`src/rtl/battleship_board_engine.sv`:
```
// Two-board battleship engine: ship placement with bounds/overlap/fleet checks,
// attack resolution and board clearing behind one command/response handshake.
module battleship_board_engine #(
  parameter int ROWS      = 5,
  parameter int COLS      = 5,
  parameter int COORD_W   = 3,
  parameter int MAX_SHIPS = 5,
  parameter int MAX_LEN   = 3,
  parameter int LEN_W     = 2,
  parameter int CNT_W     = 5
) (
  input  logic                       clk_i,
  input  logic                       rst_ni,
  input  logic                       cmd_valid_i,
  output logic                       cmd_ready_o,
  input  logic [1:0]                 cmd_op_i,
  input  logic                       cmd_board_i,
  input  logic [COORD_W-1:0]         cmd_row_i,
  input  logic [COORD_W-1:0]         cmd_col_i,
  input  logic [LEN_W-1:0]           cmd_len_i,
  input  logic                       cmd_vert_i,
  output logic                       rsp_valid_o,
  output logic [2:0]                 rsp_code_o,
  output logic [2*ROWS*COLS-1:0]     board_player_o,
  output logic [2*ROWS*COLS-1:0]     board_pc_o,
  output logic [CNT_W-1:0]           ships_placed_player_o,
  output logic [CNT_W-1:0]           ships_placed_pc_o,
  output logic [CNT_W-1:0]           cells_alive_player_o,
  output logic [CNT_W-1:0]           cells_alive_pc_o,
  output logic                       all_sunk_player_o,
  output logic                       all_sunk_pc_o
);

  // state | meaning
  // IDLE  | ready; validates PLACE, resolves ATTACK, dispatches CLEAR
  // CHECK | PLACE: scan one ship cell per cycle for overlap
  // WRITE | PLACE: write BARCO one cell per cycle
  // CLEAR | write AGUA to one cell per cycle over the whole board
  // RESP  | one-cycle response pulse
  localparam logic [2:0] S_IDLE  = 3'd0;
  localparam logic [2:0] S_CHECK = 3'd1;
  localparam logic [2:0] S_WRITE = 3'd2;
  localparam logic [2:0] S_CLEAR = 3'd3;
  localparam logic [2:0] S_RESP  = 3'd4;

  localparam logic [1:0] OP_PLACE  = 2'b00;
  localparam logic [1:0] OP_ATTACK = 2'b01;
  localparam logic [1:0] OP_CLEAR  = 2'b10;

  localparam logic [2:0] RC_OK      = 3'b000;
  localparam logic [2:0] RC_BOUNDS  = 3'b001;
  localparam logic [2:0] RC_OVERLAP = 3'b010;
  localparam logic [2:0] RC_LIMIT   = 3'b011;
  localparam logic [2:0] RC_HIT     = 3'b100;
  localparam logic [2:0] RC_MISS    = 3'b101;
  localparam logic [2:0] RC_REPEAT  = 3'b110;
  localparam logic [2:0] RC_OP      = 3'b111;

  localparam logic [1:0] AGUA        = 2'b00;
  localparam logic [1:0] BARCO       = 2'b01;
  localparam logic [1:0] ATACA_BARCO = 2'b10;
  localparam logic [1:0] ATACA_AGUA  = 2'b11;

  localparam int NCELL = ROWS * COLS;
  localparam int IDX_W = (NCELL > 1) ? $clog2(NCELL) : 1;
  localparam int EW    = ((COORD_W > LEN_W) ? COORD_W : LEN_W) + 1;

  logic [2:0]         state_q, state_d;
  logic [IDX_W-1:0]   step_q, step_d;
  logic               board_q, board_d;
  logic [COORD_W-1:0] row_q, row_d, col_q, col_d;
  logic [LEN_W-1:0]   len_q, len_d;
  logic               vert_q, vert_d;
  logic [2:0]         code_q, code_d;
  logic [CNT_W-1:0]   ships_q [2];
  logic [CNT_W-1:0]   ships_d [2];
  logic [CNT_W-1:0]   alive_q [2];
  logic [CNT_W-1:0]   alive_d [2];
  logic [1:0]         cell_q  [2][NCELL];

  logic               wr_en;
  logic               wr_board;
  logic [IDX_W-1:0]   wr_idx;
  logic [1:0]         wr_val;

  logic [EW-1:0]      end_r, end_c;
  logic               place_bad;
  logic               atk_in_range;
  logic [IDX_W-1:0]   atk_idx;
  logic [IDX_W-1:0]   cur_r, cur_c, cur_idx;
  logic [IDX_W-1:0]   last_step;

  // End cell of the proposed ship; a zero length is rejected before this matters.
  assign end_r = EW'(cmd_row_i) + (cmd_vert_i ? (EW'(cmd_len_i) - EW'(1)) : EW'(0));
  assign end_c = EW'(cmd_col_i) + (cmd_vert_i ? EW'(0) : (EW'(cmd_len_i) - EW'(1)));
  assign place_bad = (cmd_len_i == '0) || (cmd_len_i > LEN_W'(MAX_LEN)) ||
                     (end_r >= EW'(ROWS)) || (end_c >= EW'(COLS));

  assign atk_in_range = ({1'b0, cmd_row_i} < (COORD_W+1)'(ROWS)) &&
                        ({1'b0, cmd_col_i} < (COORD_W+1)'(COLS));
  assign atk_idx = IDX_W'(cmd_row_i) * IDX_W'(COLS) + IDX_W'(cmd_col_i);

  assign cur_r     = IDX_W'(row_q) + (vert_q ? step_q : '0);
  assign cur_c     = IDX_W'(col_q) + (vert_q ? '0 : step_q);
  assign cur_idx   = cur_r * IDX_W'(COLS) + cur_c;
  assign last_step = IDX_W'(len_q) - IDX_W'(1);

  always_comb begin
    state_d  = state_q;
    step_d   = step_q;
    board_d  = board_q;
    row_d    = row_q;
    col_d    = col_q;
    len_d    = len_q;
    vert_d   = vert_q;
    code_d   = code_q;
    ships_d  = ships_q;
    alive_d  = alive_q;
    wr_en    = 1'b0;
    wr_board = board_q;
    wr_idx   = cur_idx;
    wr_val   = BARCO;

    case (state_q)
      S_IDLE: begin
        if (cmd_valid_i) begin
          board_d = cmd_board_i;
          row_d   = cmd_row_i;
          col_d   = cmd_col_i;
          len_d   = cmd_len_i;
          vert_d  = cmd_vert_i;
          step_d  = '0;
          state_d = S_RESP;
          case (cmd_op_i)
            OP_PLACE: begin
              if (place_bad)
                code_d = RC_BOUNDS;
              else if (ships_q[cmd_board_i] == CNT_W'(MAX_SHIPS))
                code_d = RC_LIMIT;
              else
                state_d = S_CHECK;
            end
            OP_ATTACK: begin
              if (!atk_in_range) begin
                code_d = RC_BOUNDS;
              end else begin
                wr_board = cmd_board_i;
                wr_idx   = atk_idx;
                case (cell_q[cmd_board_i][atk_idx])
                  BARCO: begin
                    wr_en  = 1'b1;
                    wr_val = ATACA_BARCO;
                    alive_d[cmd_board_i] = alive_q[cmd_board_i] - CNT_W'(1);
                    code_d = RC_HIT;
                  end
                  AGUA: begin
                    wr_en  = 1'b1;
                    wr_val = ATACA_AGUA;
                    code_d = RC_MISS;
                  end
                  default: code_d = RC_REPEAT;
                endcase
              end
            end
            OP_CLEAR: state_d = S_CLEAR;
            default:  code_d  = RC_OP;
          endcase
        end
      end
      S_CHECK: begin
        if (cell_q[board_q][cur_idx] != AGUA) begin
          code_d  = RC_OVERLAP;
          state_d = S_RESP;
        end else if (step_q == last_step) begin
          step_d  = '0;
          state_d = S_WRITE;
        end else begin
          step_d = step_q + IDX_W'(1);
        end
      end
      S_WRITE: begin
        wr_en = 1'b1;
        if (step_q == last_step) begin
          ships_d[board_q] = ships_q[board_q] + CNT_W'(1);
          alive_d[board_q] = alive_q[board_q] + CNT_W'(len_q);
          code_d  = RC_OK;
          state_d = S_RESP;
        end else begin
          step_d = step_q + IDX_W'(1);
        end
      end
      S_CLEAR: begin
        wr_en  = 1'b1;
        wr_idx = step_q;
        wr_val = AGUA;
        if (step_q == IDX_W'(NCELL - 1)) begin
          ships_d[board_q] = '0;
          alive_d[board_q] = '0;
          code_d  = RC_OK;
          state_d = S_RESP;
        end else begin
          step_d = step_q + IDX_W'(1);
        end
      end
      S_RESP:  state_d = S_IDLE;
      default: state_d = S_IDLE;
    endcase
  end

  always_ff @(posedge clk_i or negedge rst_ni) begin
    if (!rst_ni) begin
      state_q <= S_IDLE;
      step_q  <= '0;
      board_q <= 1'b0;
      row_q   <= '0;
      col_q   <= '0;
      len_q   <= '0;
      vert_q  <= 1'b0;
      code_q  <= RC_OK;
      for (int b = 0; b < 2; b++) begin
        ships_q[b] <= '0;
        alive_q[b] <= '0;
        for (int i = 0; i < NCELL; i++) cell_q[b][i] <= AGUA;
      end
    end else begin
      state_q <= state_d;
      step_q  <= step_d;
      board_q <= board_d;
      row_q   <= row_d;
      col_q   <= col_d;
      len_q   <= len_d;
      vert_q  <= vert_d;
      code_q  <= code_d;
      ships_q <= ships_d;
      alive_q <= alive_d;
      if (wr_en) cell_q[wr_board][wr_idx] <= wr_val;
    end
  end

  for (genvar i = 0; i < NCELL; i++) begin : g_flat
    assign board_player_o[2*i +: 2] = cell_q[0][i];
    assign board_pc_o[2*i +: 2]     = cell_q[1][i];
  end

  assign cmd_ready_o           = (state_q == S_IDLE);
  assign rsp_valid_o           = (state_q == S_RESP);
  assign rsp_code_o            = code_q;
  assign ships_placed_player_o = ships_q[0];
  assign ships_placed_pc_o     = ships_q[1];
  assign cells_alive_player_o  = alive_q[0];
  assign cells_alive_pc_o      = alive_q[1];
  assign all_sunk_player_o     = (ships_q[0] != '0) && (alive_q[0] == '0);
  assign all_sunk_pc_o         = (ships_q[1] != '0) && (alive_q[1] == '0);

endmodule

```
`config.mk`:
```
export PLATFORM = sky130hd
export DESIGN_NAME = battleship_board_engine
export DESIGN_NICKNAME = d
export VERILOG_FILES = /design/src/rtl/battleship_board_engine.sv
export SDC_FILE = /design/constraint.sdc
export NUM_CORES = 1
export LEC_CHECK = 0
export ABC_AREA = 0
export CORE_UTILIZATION = 55
export CTS_CLUSTER_DIAMETER = 80
export DETAILED_ROUTE_END_ITERATION = 7
export HOLD_SLACK_MARGIN = 0.06
export PLACE_DENSITY = 0.88
export SKIP_CTS_REPAIR_TIMING = 1
export SLEW_MARGIN = 40
export SYNTH_ARGS = -nofsm -noshare
export SYNTH_HDL_FRONTEND = slang
export SYNTH_SLANG_ARGS = --single-unit
```
`constraint.sdc`:
```
create_clock -name clk_i -period 7.3 [get_ports clk_i]
set_clock_uncertainty 0.2 [all_clocks]
set_input_delay 1.46 -clock clk_i [delete_from_list [all_inputs] [get_ports clk_i]]
set_output_delay 1.46 -clock clk_i [all_outputs]
set_load 0.01 [all_outputs]
```
==> metrics.csv, run 1 <==
stage;metric;value;unit
route;post-route ant nets;0;
yosys;cell count after synthesis;889;
worst_setup_path;WS Path Type;register to register;
cts;CTS tree;yes;
power;Pwr per Cell Area;509.6;nW/µm²
sta;setup TNS;0;ps
worst_setup_path;buffers plus inverters on the worst setup path;0;
cts;CTS Sinks;141;
sta;Final min period;6037;ps
worst_setup_path;worst flop-to-flop path endpoint;board_player_o[29];
route;DR WL/cell;23.89;µm
yosys;warning count from the yosys run;0;
worst_setup_path;Worst EP required;7410;ps
cts;clk_lat worst skew;430;ps
worst_setup_path;crit-path cells;and2_1 -> ha_1 -> fa_1 -> xor2_1 -> ha_1 -> ha_1 -> fa_1 -> fa_1 -> xor2_1 -> a2bb2oi_1 -> o22ai_1 -> a21oi_1 -> a2111oi_4 -> nand2_1 -> nor2b_1 -> mux2_2;
route;vias per cell;6.887;
grt;pin count of the biggest net entering global routing;77;
run_status;outcome;finished with violations;
grt;gr ovfl total;0;
worst_setup_path;Crit Path Max Fanout;8;
floorplan;# rows;47;
cts;CTS Buf Count;17;
hold_path;Min-Delay Endpoint;col_q[0];
sta;Final Max Slew Viols;0;
final_layout;fraction of layout cells with a size suffix above 1;0.2053;
hold_path;Hold Path Depth;1;
worst_setup_path;Slowest cell on crit path;a2111oi_4;
grt;number of global-route vias before repair;8629;
yosys;Syn Area/Cell;10.61;µm²
cts;CTS max path bufs;2;
worst_setup_path;top cell family by delay on the critical path;adder cells;
final_layout;Antenna Diode Count;0;
sta;RSZ-0062 raised after global routing;false;
sta;Final Hold Slack;324.5;ps
final_layout;Syn-to-layout area delta;23.52;%
sta;achievable clock frequency;0.1657;GHz
hold_path;Hold Crit Start;col_q[0];
floorplan;Initial Utilization;0.5669;
worst_setup_path;Critical Path Stages;16;
power;peak supply drop;420.4;µV
worst_setup_path;FF-to-FF setup slack;1260;ps
run_status;violated checks;DRC;
yosys;async set or reset register ratio after synthesis;1.000;
yosys;post-synth top area cell;dfrtp_1;
route;Pre-Repair DR Iteration Count;8;
yosys;synthesized cell area;9435;µm²
placement;hpwl dp;19.67;mm
grt;GR Util All Layers;0.3463;
grt;initial antenna violation count;0;
worst_setup_path;CP Capture Type;register;
worst_setup_path;CP max stage delay;620;ps
yosys;Post-synth EDFFs;0;
sta;Worst-Margin Slew;835.5;ps
floorplan;core box area;16640;µm²
grt;first-pass GRT wire length;47.44;mm
yosys;top cells by area, synth;dfrtp_1 37%, mux2_2 13%, mux4_2 6.0%;
final_layout;fin nets;1070;
sta;Final period util;0.8270;
yosys;post-synthesis register bit count;141;
floorplan;Die W;133.0;µm
floorplan;die area;17680;µm²
placement;GP Congestion;0.9114;
cts;Reg clk slew, reported paths;60;ps
sta;Final Hold Viols;0;
route;WL final;29.69;mm
job;MaxCap Viol Count;0;
yosys;sequential area share after synthesis;0.3740;
route;# DRC;3;
worst_setup_path;RR Startpoint;step_q[0];
yosys;post-synth top area share;0.3740;
floorplan;# IOs;142;
floorplan;die height;133.0;µm
cts;CTS root buffer;clkbuf_16;
route;1st-iter DRT viols;1017;
worst_setup_path;Worst R2R Path Depth;16;
placement;Buffers on Ports;141;
sta;final setup vio count;0;
final_layout;# fillers;1120;
cts;htree depth;4;
yosys;library cells used by synthesis;84;
sta;Relative slew margins;0.4430;
hold_path;worst min path class;register to register;
yosys;syn_nets;949;
worst_setup_path;Critical Path AT;6150;ps
route;routed vias;8561;
yosys;Main synth FF type;dfrtp_1;
worst_setup_path;startpoint types;register;
power;Leak;5.075;nW
stage by stage:
step | util | power, mW | cells | setup slack, ps | area, µm²
after detailed placement | 0.6627 | 4.817 | 1211 | 1062 | 11030
final | 0.7003 | 5.939 | 1243 | 1263 | 11650
after floorplan | - | 3.524 | 889 | 2177 | 9435
after CTS | 0.6996 | 5.815 | 1243 | 1436 | 11640
after global placement | 0.6613 | 4.693 | 1211 | 1218 | 11010
after global routing | 0.7003 | 6.205 | 1243 | 998.1 | 11650
where the power goes:
part           switching [mW]  total (mW)  internal, mW
Sequential              0.335        1.32         0.987
Combinational            2.19        3.70          1.50
Clock                   0.364       0.922         0.557
Total                    2.89        5.94          3.05
worst max path at each step:
stage	from	endpoint
2_1_floorplan	vert_q	board_player_o[28]
3_3_place_gp	cmd_row_i[2]	cells_alive_player_o[2]
3_5_place_dp	cmd_row_i[2]	cells_alive_player_o[3]
4_1_cts	step_q[0]	board_player_o[29]
5_1_grt	step_q[0]	board_player_o[29]
6_report	step_q[0]	board_player_o[29]
layout by cell type (no fill, tap or decap), types with 25 or more instances in the layout:
| cell type | count |
|---|---|
| nand2_1 | 48 |
| a21oi_1 | 31 |
| nand3_1 | 49 |
| mux2i_1 | 37 |
| mux4_2 | 25 |
| clkdlybuf4s50_1 | 139 |
| dfrtp_1 | 141 |
| nor2_1 | 84 |
| ha_1 | 35 |
| mux2_2 | 112 |
cells by family (layout without fill, tap and decap cells):
family | after synthesis | count (layout) | share of synthesized area
XOR/XNOR | 15 | 15 | 0.01472
buffers and inverters | 75 | 209 | 0.03594
AND/OR/NAND/NOR | 282 | 282 | 0.1508
flip-flops | 141 | 141 | 0.3740
AO/OA/AOI/OAI | 156 | 156 | 0.1224
adder cells (fa/ha/maj) | 45 | 45 | 0.06683
multiplexers | 175 | 175 | 0.2354
state kept, by name, indices dropped and copies added, names as in the netlist:
| name | flops |
|---|---|
| col_q | 3 |
| len_q | 2 |
| step_q | 5 |
| rsp_code_o | 3 |
| board_player_o | 50 |
| cells_alive_player_o | 5 |
| board_q | 1 |
| state_q | 3 |
| vert_q | 1 |
| ships_placed_player_o | 5 |
| ships_placed_pc_o | 5 |
| cells_alive_pc_o | 5 |
| board_pc_o | 50 |
| row_q | 3 |
routing by layer:
layer | vias to the layer above | routed length (µm) | part of all wire | track usage
met3 | 130 | 3427 | 0.12 | 0.08467
met1 | 4150 | 10740 | 0.36 | 0.4349
met2 | 697 | 14120 | 0.48 | 0.5544
met4 | 0 | 1411 | 0.048 | 0.1820
met5 | - | 0 | 0 | 0
li1 | 3584 | - | - | -
worst reg2reg max path: stages (launching register included):
cell and delay (ps):
dfrtp_1 510, and2_1 210, ha_1 210, fa_1 400, xor2_1 270, ha_1 290, ha_1 310, fa_1 550
fa_1 490, xor2_1 440, a2bb2oi_1 130, o22ai_1 200, a21oi_1 160, a2111oi_4 620, nand2_1 200, nor2b_1 340
mux2_2 390
Yosys cell counts (all sizes together), types with 8 or more instances:
master / n
dfrtp: 141
mux2: 112
nor2: 85
nand3: 53
nand2: 49
mux2i: 37
ha: 36
clkbuf: 35
a21oi: 31
mux4: 26
o21ai: 26
nor3: 21
buf: 20
inv: 18
and3: 13
nor2b: 11
a221o: 9
and2: 9
fa: 9
a22oi: 8
xor2: 8
final cells by class:
type	instances	area (µm²)	share of cell area
Multi-Input combinational cell	673	5630	0.4831
Clock inverter	13	161.4	0.01385
Clock buffer	19	452.9	0.03886
Inverter	20	75.07	0.006441
Timing Repair Buffer	157	1531	0.1314
Sequential cell	141	3528	0.3027
Tap cell	220	275.3	0.02362
(Power assumes the default switching activity.)
==> inputs of run 2 (changes only) <==
--- a/config.mk
+++ b/config.mk
@@ -6,11 +6,11 @@
 export NUM_CORES = 1
 export LEC_CHECK = 0
 export ABC_AREA = 0
-export CORE_UTILIZATION = 55
+export CORE_UTILIZATION = 50
 export CTS_CLUSTER_DIAMETER = 80
 export DETAILED_ROUTE_END_ITERATION = 7
 export HOLD_SLACK_MARGIN = 0.06
-export PLACE_DENSITY = 0.88
+export PLACE_DENSITY = 0.85
 export SKIP_CTS_REPAIR_TIMING = 1
 export SLEW_MARGIN = 40
 export SYNTH_ARGS = -nofsm -noshare
==> constraint.sdc (replaced) <==
create_clock -name clk_i -period 5.5 [get_ports clk_i]
set_clock_uncertainty 0.2 [all_clocks]
set_input_delay 1.1 -clock clk_i [delete_from_list [all_inputs] [get_ports clk_i]]
set_output_delay 1.1 -clock clk_i [all_outputs]
set_load 0.01 [all_outputs]
==> metrics.csv, run 2 (same netlist as run 1, synthesis figures left out) <==
stage;metric;value;unit
cts;clk_lat worst skew;430;ps
worst_setup_path;top cell family by delay on the critical path;adder cells;
floorplan;Initial Utilization;0.5182;
power;Leak;5.206;nW
cts;CTS Buf Count;17;
route;Pre-Repair DR Iteration Count;6;
worst_setup_path;Slowest cell on crit path;fa_1;
worst_setup_path;WS Path Type;register to register;
grt;first-pass GRT wire length;45.94;mm
cts;CTS tree;yes;
route;vias per cell;6.610;
final_layout;commonest non-fill, non-tap cell in the layout;dfrtp_1;
final_layout;most frequent cells in the layout;141 x dfrtp_1, 139 x clkdlybuf4s50_1, 112 x mux2_2;
floorplan;die height;139.4;µm
sta;achievable clock frequency;0.1881;GHz
route;DR WL/cell;22.45;µm
cts;CTS root buffer;clkbuf_16;
worst_setup_path;CP max stage delay;550;ps
worst_setup_path;Crit Path Max Fanout;7;
sta;Final Hold Viols;0;
grt;gr ovfl total;0;
route;WL final;28.74;mm
grt;GR Util All Layers;0.3035;
sta;setup TNS;0;ps
route;routed vias;8461;
sta;post-route setup slack;182.5;ps
cts;CTS Sinks;141;
route;1st-iter DRT viols;1122;
placement;hpwl dp;20.20;mm
floorplan;# IOs;142;
sta;Final period util;0.9668;
sta;final setup vio count;0;
floorplan;die area;19420;µm²
placement;area post-placement;11290;µm²
floorplan;# rows;49;
run_status;outcome;completed;
cts;htree depth;4;
final_layout;utilization after layout;0.6539;
placement;GP Congestion;0.8927;
power;Pwr per Cell Area;675.6;nW/µm²
worst_setup_path;startpoint types;register;
sta;Relative slew margins;0.4408;
final_layout;post-route cell area;11910;µm²
cts;CTS max path bufs;2;
cts;Reg clk slew, reported paths;60;ps
hold_path;worst min path class;input pin to async pin;
placement;pre-CTS setup slack;36.85;ps
final_layout;area of the multi-input gates;5613;µm²
worst_setup_path;Critical Path AT;5460;ps
floorplan;Die W;139.4;µm
final_layout;fraction of layout cells with a size suffix above 1;0.2245;
worst_setup_path;buffers plus inverters on the worst setup path;1;
grt;initial antenna violation count;0;
grt;number of global-route vias before repair;8379;
sta;Final Hold Slack;318.7;ps
sta;Final Max Slew Viols;0;
sta;RSZ-0062 raised after global routing;false;
worst_setup_path;CP Capture Type;register;
final_layout;register area;3528;µm²
sta;Worst-Margin Slew;838.8;ps
final_layout;fin nets;1099;
worst_setup_path;crit-path cells;and2_1 -> ha_1 -> fa_1 -> xor2_2 -> ha_1 -> ha_1 -> fa_1 -> fa_1 -> inv_2 -> nor2_1 -> a22o_1 -> o41ai_1 -> mux2i_1 -> a311o_2 -> nand2b_1 -> mux2i_1;
job;MaxCap Viol Count;0;
sta;Final min period;5317;ps
final_layout;Antenna Diode Count;0;
final_layout;# fillers;1348;
floorplan;core box area;18210;µm²
route;# DRC;0;
final_layout;Syn-to-layout area delta;26.19;%
power;peak supply drop;597.0;µV
placement;Buffers on Ports;141;
route;post-route ant nets;0;
grt;pin count of the biggest net entering global routing;102;
worst_setup_path;Worst EP required;5650;ps
[run 2: path summary, 6_finish.rpt]
path,startpoint,end,slack [ps],cells after the start
max in group asynchronous,rst_ni,board_pc_o[48],4000,2
max reg2reg,vert_q,step_q[1],180,16
min reg2reg,ships_placed_pc_o[1],ships_placed_pc_o[1],330,2
max,vert_q,step_q[1],180,16
min in group clk_i,ships_placed_pc_o[1],ships_placed_pc_o[1],330,2
min,rst_ni,col_q[0],320,1
[run 2: area by class of cell]
cell class              count  share of cell area
multi-input cells         673              0.4714
flip-flops and latches    141              0.2963
repair buffers            186              0.1538
clock buffers              19             0.03636
well taps                 229             0.02406
clock inverters            12             0.01166
inverters                  20            0.006305
[run 2: stage by stage]
step / power [mW] / cells
2_1_floorplan: 4.678 / 889
3_5_place_dp: 6.648 / 1248
6_report: 8.044 / 1280
5_1_grt: 8.450 / 1280
3_3_place_gp: 6.521 / 1248
4_1_cts: 7.848 / 1279
[run 2: per-layer routing]
metal  part of all wire  global-route usage
met1               0.39              0.3996
met2               0.46              0.4771
met3               0.11             0.06986
met4              0.042              0.1386
met5                  0                   0
[run 2: report_power, final]
group          total (mW)  leakage (nW)  switching [mW]  internal (mW)
sequential           1.75          1.86           0.436           1.31
clock                1.14         0.266           0.475          0.669
combinational        5.15          3.08            2.85           2.30
total                8.04          5.21            3.77           4.28
==> inputs of run 3 (changes only) <==
--- a/config.mk
+++ b/config.mk
@@ -8,10 +8,10 @@
 export ABC_AREA = 0
 export CORE_UTILIZATION = 50
 export CTS_CLUSTER_DIAMETER = 80
+export CTS_CLUSTER_SIZE = 16
 export DETAILED_ROUTE_END_ITERATION = 7
-export HOLD_SLACK_MARGIN = 0.06
+export HOLD_SLACK_MARGIN = 0.15
 export PLACE_DENSITY = 0.85
-export SKIP_CTS_REPAIR_TIMING = 1
 export SLEW_MARGIN = 40
 export SYNTH_ARGS = -nofsm -noshare
 export SYNTH_HDL_FRONTEND = slang
==> results of run 3 <==
No change in the layout: final DEF, timing and power equal those of run 2.
==> RTL change (flow settings as in run 3) <==
Change the parameter `LEN_W` from 2 to 4.
--- a/src/rtl/battleship_board_engine.sv
+++ b/src/rtl/battleship_board_engine.sv
@@ -6,7 +6,7 @@
   parameter int COORD_W   = 3,
   parameter int MAX_SHIPS = 5,
   parameter int MAX_LEN   = 3,
-  parameter int LEN_W     = 2,
+  parameter int LEN_W     = 4,
   parameter int CNT_W     = 5
 ) (
   input  logic                       clk_i,
Ports: changed (resized cmd_len_i); port bits go from 142 to 144. The function was not compared with the original's and may differ.
==> RTL change against run 3 <==
Clock power grew 4%. Worst setup slack got worse by 0.11 ns. Area after synthesis is 0.48% higher. Cell count up 2.5%. Sequential cell count is 2 higher. Power down 11%. Final area is 0.45% higher. Wire length increased by 0.16%. Critical path type unchanged.
==> RTL change: results <==
{
  "status": "finished, final reports clean",
  "finalPower_mw": 7.20,
  "clock_sinks": 143,
  "clock_buffers": 20,
  "critPathMaxFanout": 4,
  "comb-power_mw": 4.38,
  "synth_mux_area_frac": 0.202,
  "multi_input_area_share": 0.471,
  "crit_family": "adder cells",
  "sw_frac_of_total": 0.465,
  "fin_cells": 1312,
  "synth_commonest_cells": "143 x dfrtp_1, 101 x mux2_2, 96 x nand2_1",
  "port-buffer-count": 143,
  "wire_per_inst_microns": 21.9,
  "pg_seq_mw": 1.62,
  "synth_xor_area_frac": 0.0293,
  "synth_adder_area_share": 0.0692,
  "critPathMaxStageDelay_ns": 0.58,
  "seq_share": 0.299,
  "relSlewSlack": 0.466,
  "nFillCells": 1399,
  "cts_resized": 2,
  "dp_hpwl_mm": 20.4,
  "gp_congestion": 0.931,
  "grt_pass1_wl_mm": 46.8,
  "post_dp_cell_area_sq_um": 11300,
  "worstHoldPathType": "flip-flop to flip-flop",
  "ys_seq_area_frac": 0.377,
  "multiInputCombCellCount": 706,
  "max_clock_freq_mhz": 184,
  "buffers": 184,
  "worst-r2r-setup-slack_ns": 0.07,
  "clkCellAreaFrac": 0.0498,
  "crit_arrival_ns": 5.54,
  "viasPerCell": 6.49,
  "n_all_inverters": 18,
  "dp_cells": 1279,
  "crit_end": "rsp_code_o[2]$_DFFE_PN0P_",
  "synthTopCellsByArea": "dfrtp_1 38%, mux2_2 12%, mux4_2 5.5%, ha_1 5.0%, nand2_1 3.8%",
  "synth_fp_nets": 980,
  "synth-compound-area-share": 0.119,
  "synth_cell_types": 81,
  "syn_area_per_cell_sq_um": 10.3,
  "p_per_area_nw_per_um2": 602,
  "buffer_area_frac": 0.150,
  "crit_slowest_cell": "fa_1",
  "pre_cts_ws_ns": -0.139,
  "drtIter0Drc": 902,
  "power_leakage_nw": 5.29,
  "nNetsFinal": 1134,
  "track_usage": 0.306,
  "peakVddDrop_v": 0.000398,
  "grt_max_degree": 104,
  "drive_gt1_frac": 0.204,
  "diodes": 0,
  "reg2reg_from": "vert_q$_DFFE_PN0P_"
}
RTL change: cells by family after synthesis:
kind of cell,after synthesis
and+or+nand+nor,321
AOI/OAI and AO/OA,159
muxes,149
DFF,143
buffers and inverters,67
adders and majority gates,47
xor gates and xnor gates,30
RTL change: worst min-delay path by stage:
stage | slack, ns | end
2_1_floorplan | 0.25 | col_q[0]$_DFFE_PN0P_
3_3_place_gp | 0.27 | col_q[2]$_DFFE_PN0P_
3_5_place_dp | 0.28 | row_q[0]$_DFFE_PN0P_
4_1_cts | 0.29 | row_q[0]$_DFFE_PN0P_
5_1_grt | 0.32 | col_q[2]$_DFFE_PN0P_
6_report | 0.29 | row_q[0]$_DFFE_PN0P_
RTL change: per-layer routing:
metal | GRT usage | up-vias | wire length (microns)
met5 | 0 | - | 0
met4 | 0.136 | 0 | 1110
met3 | 0.0643 | 100 | 2640
met2 | 0.484 | 509 | 13600
met1 | 0.406 | 4191 | 11500
li1 | - | 3709 | -
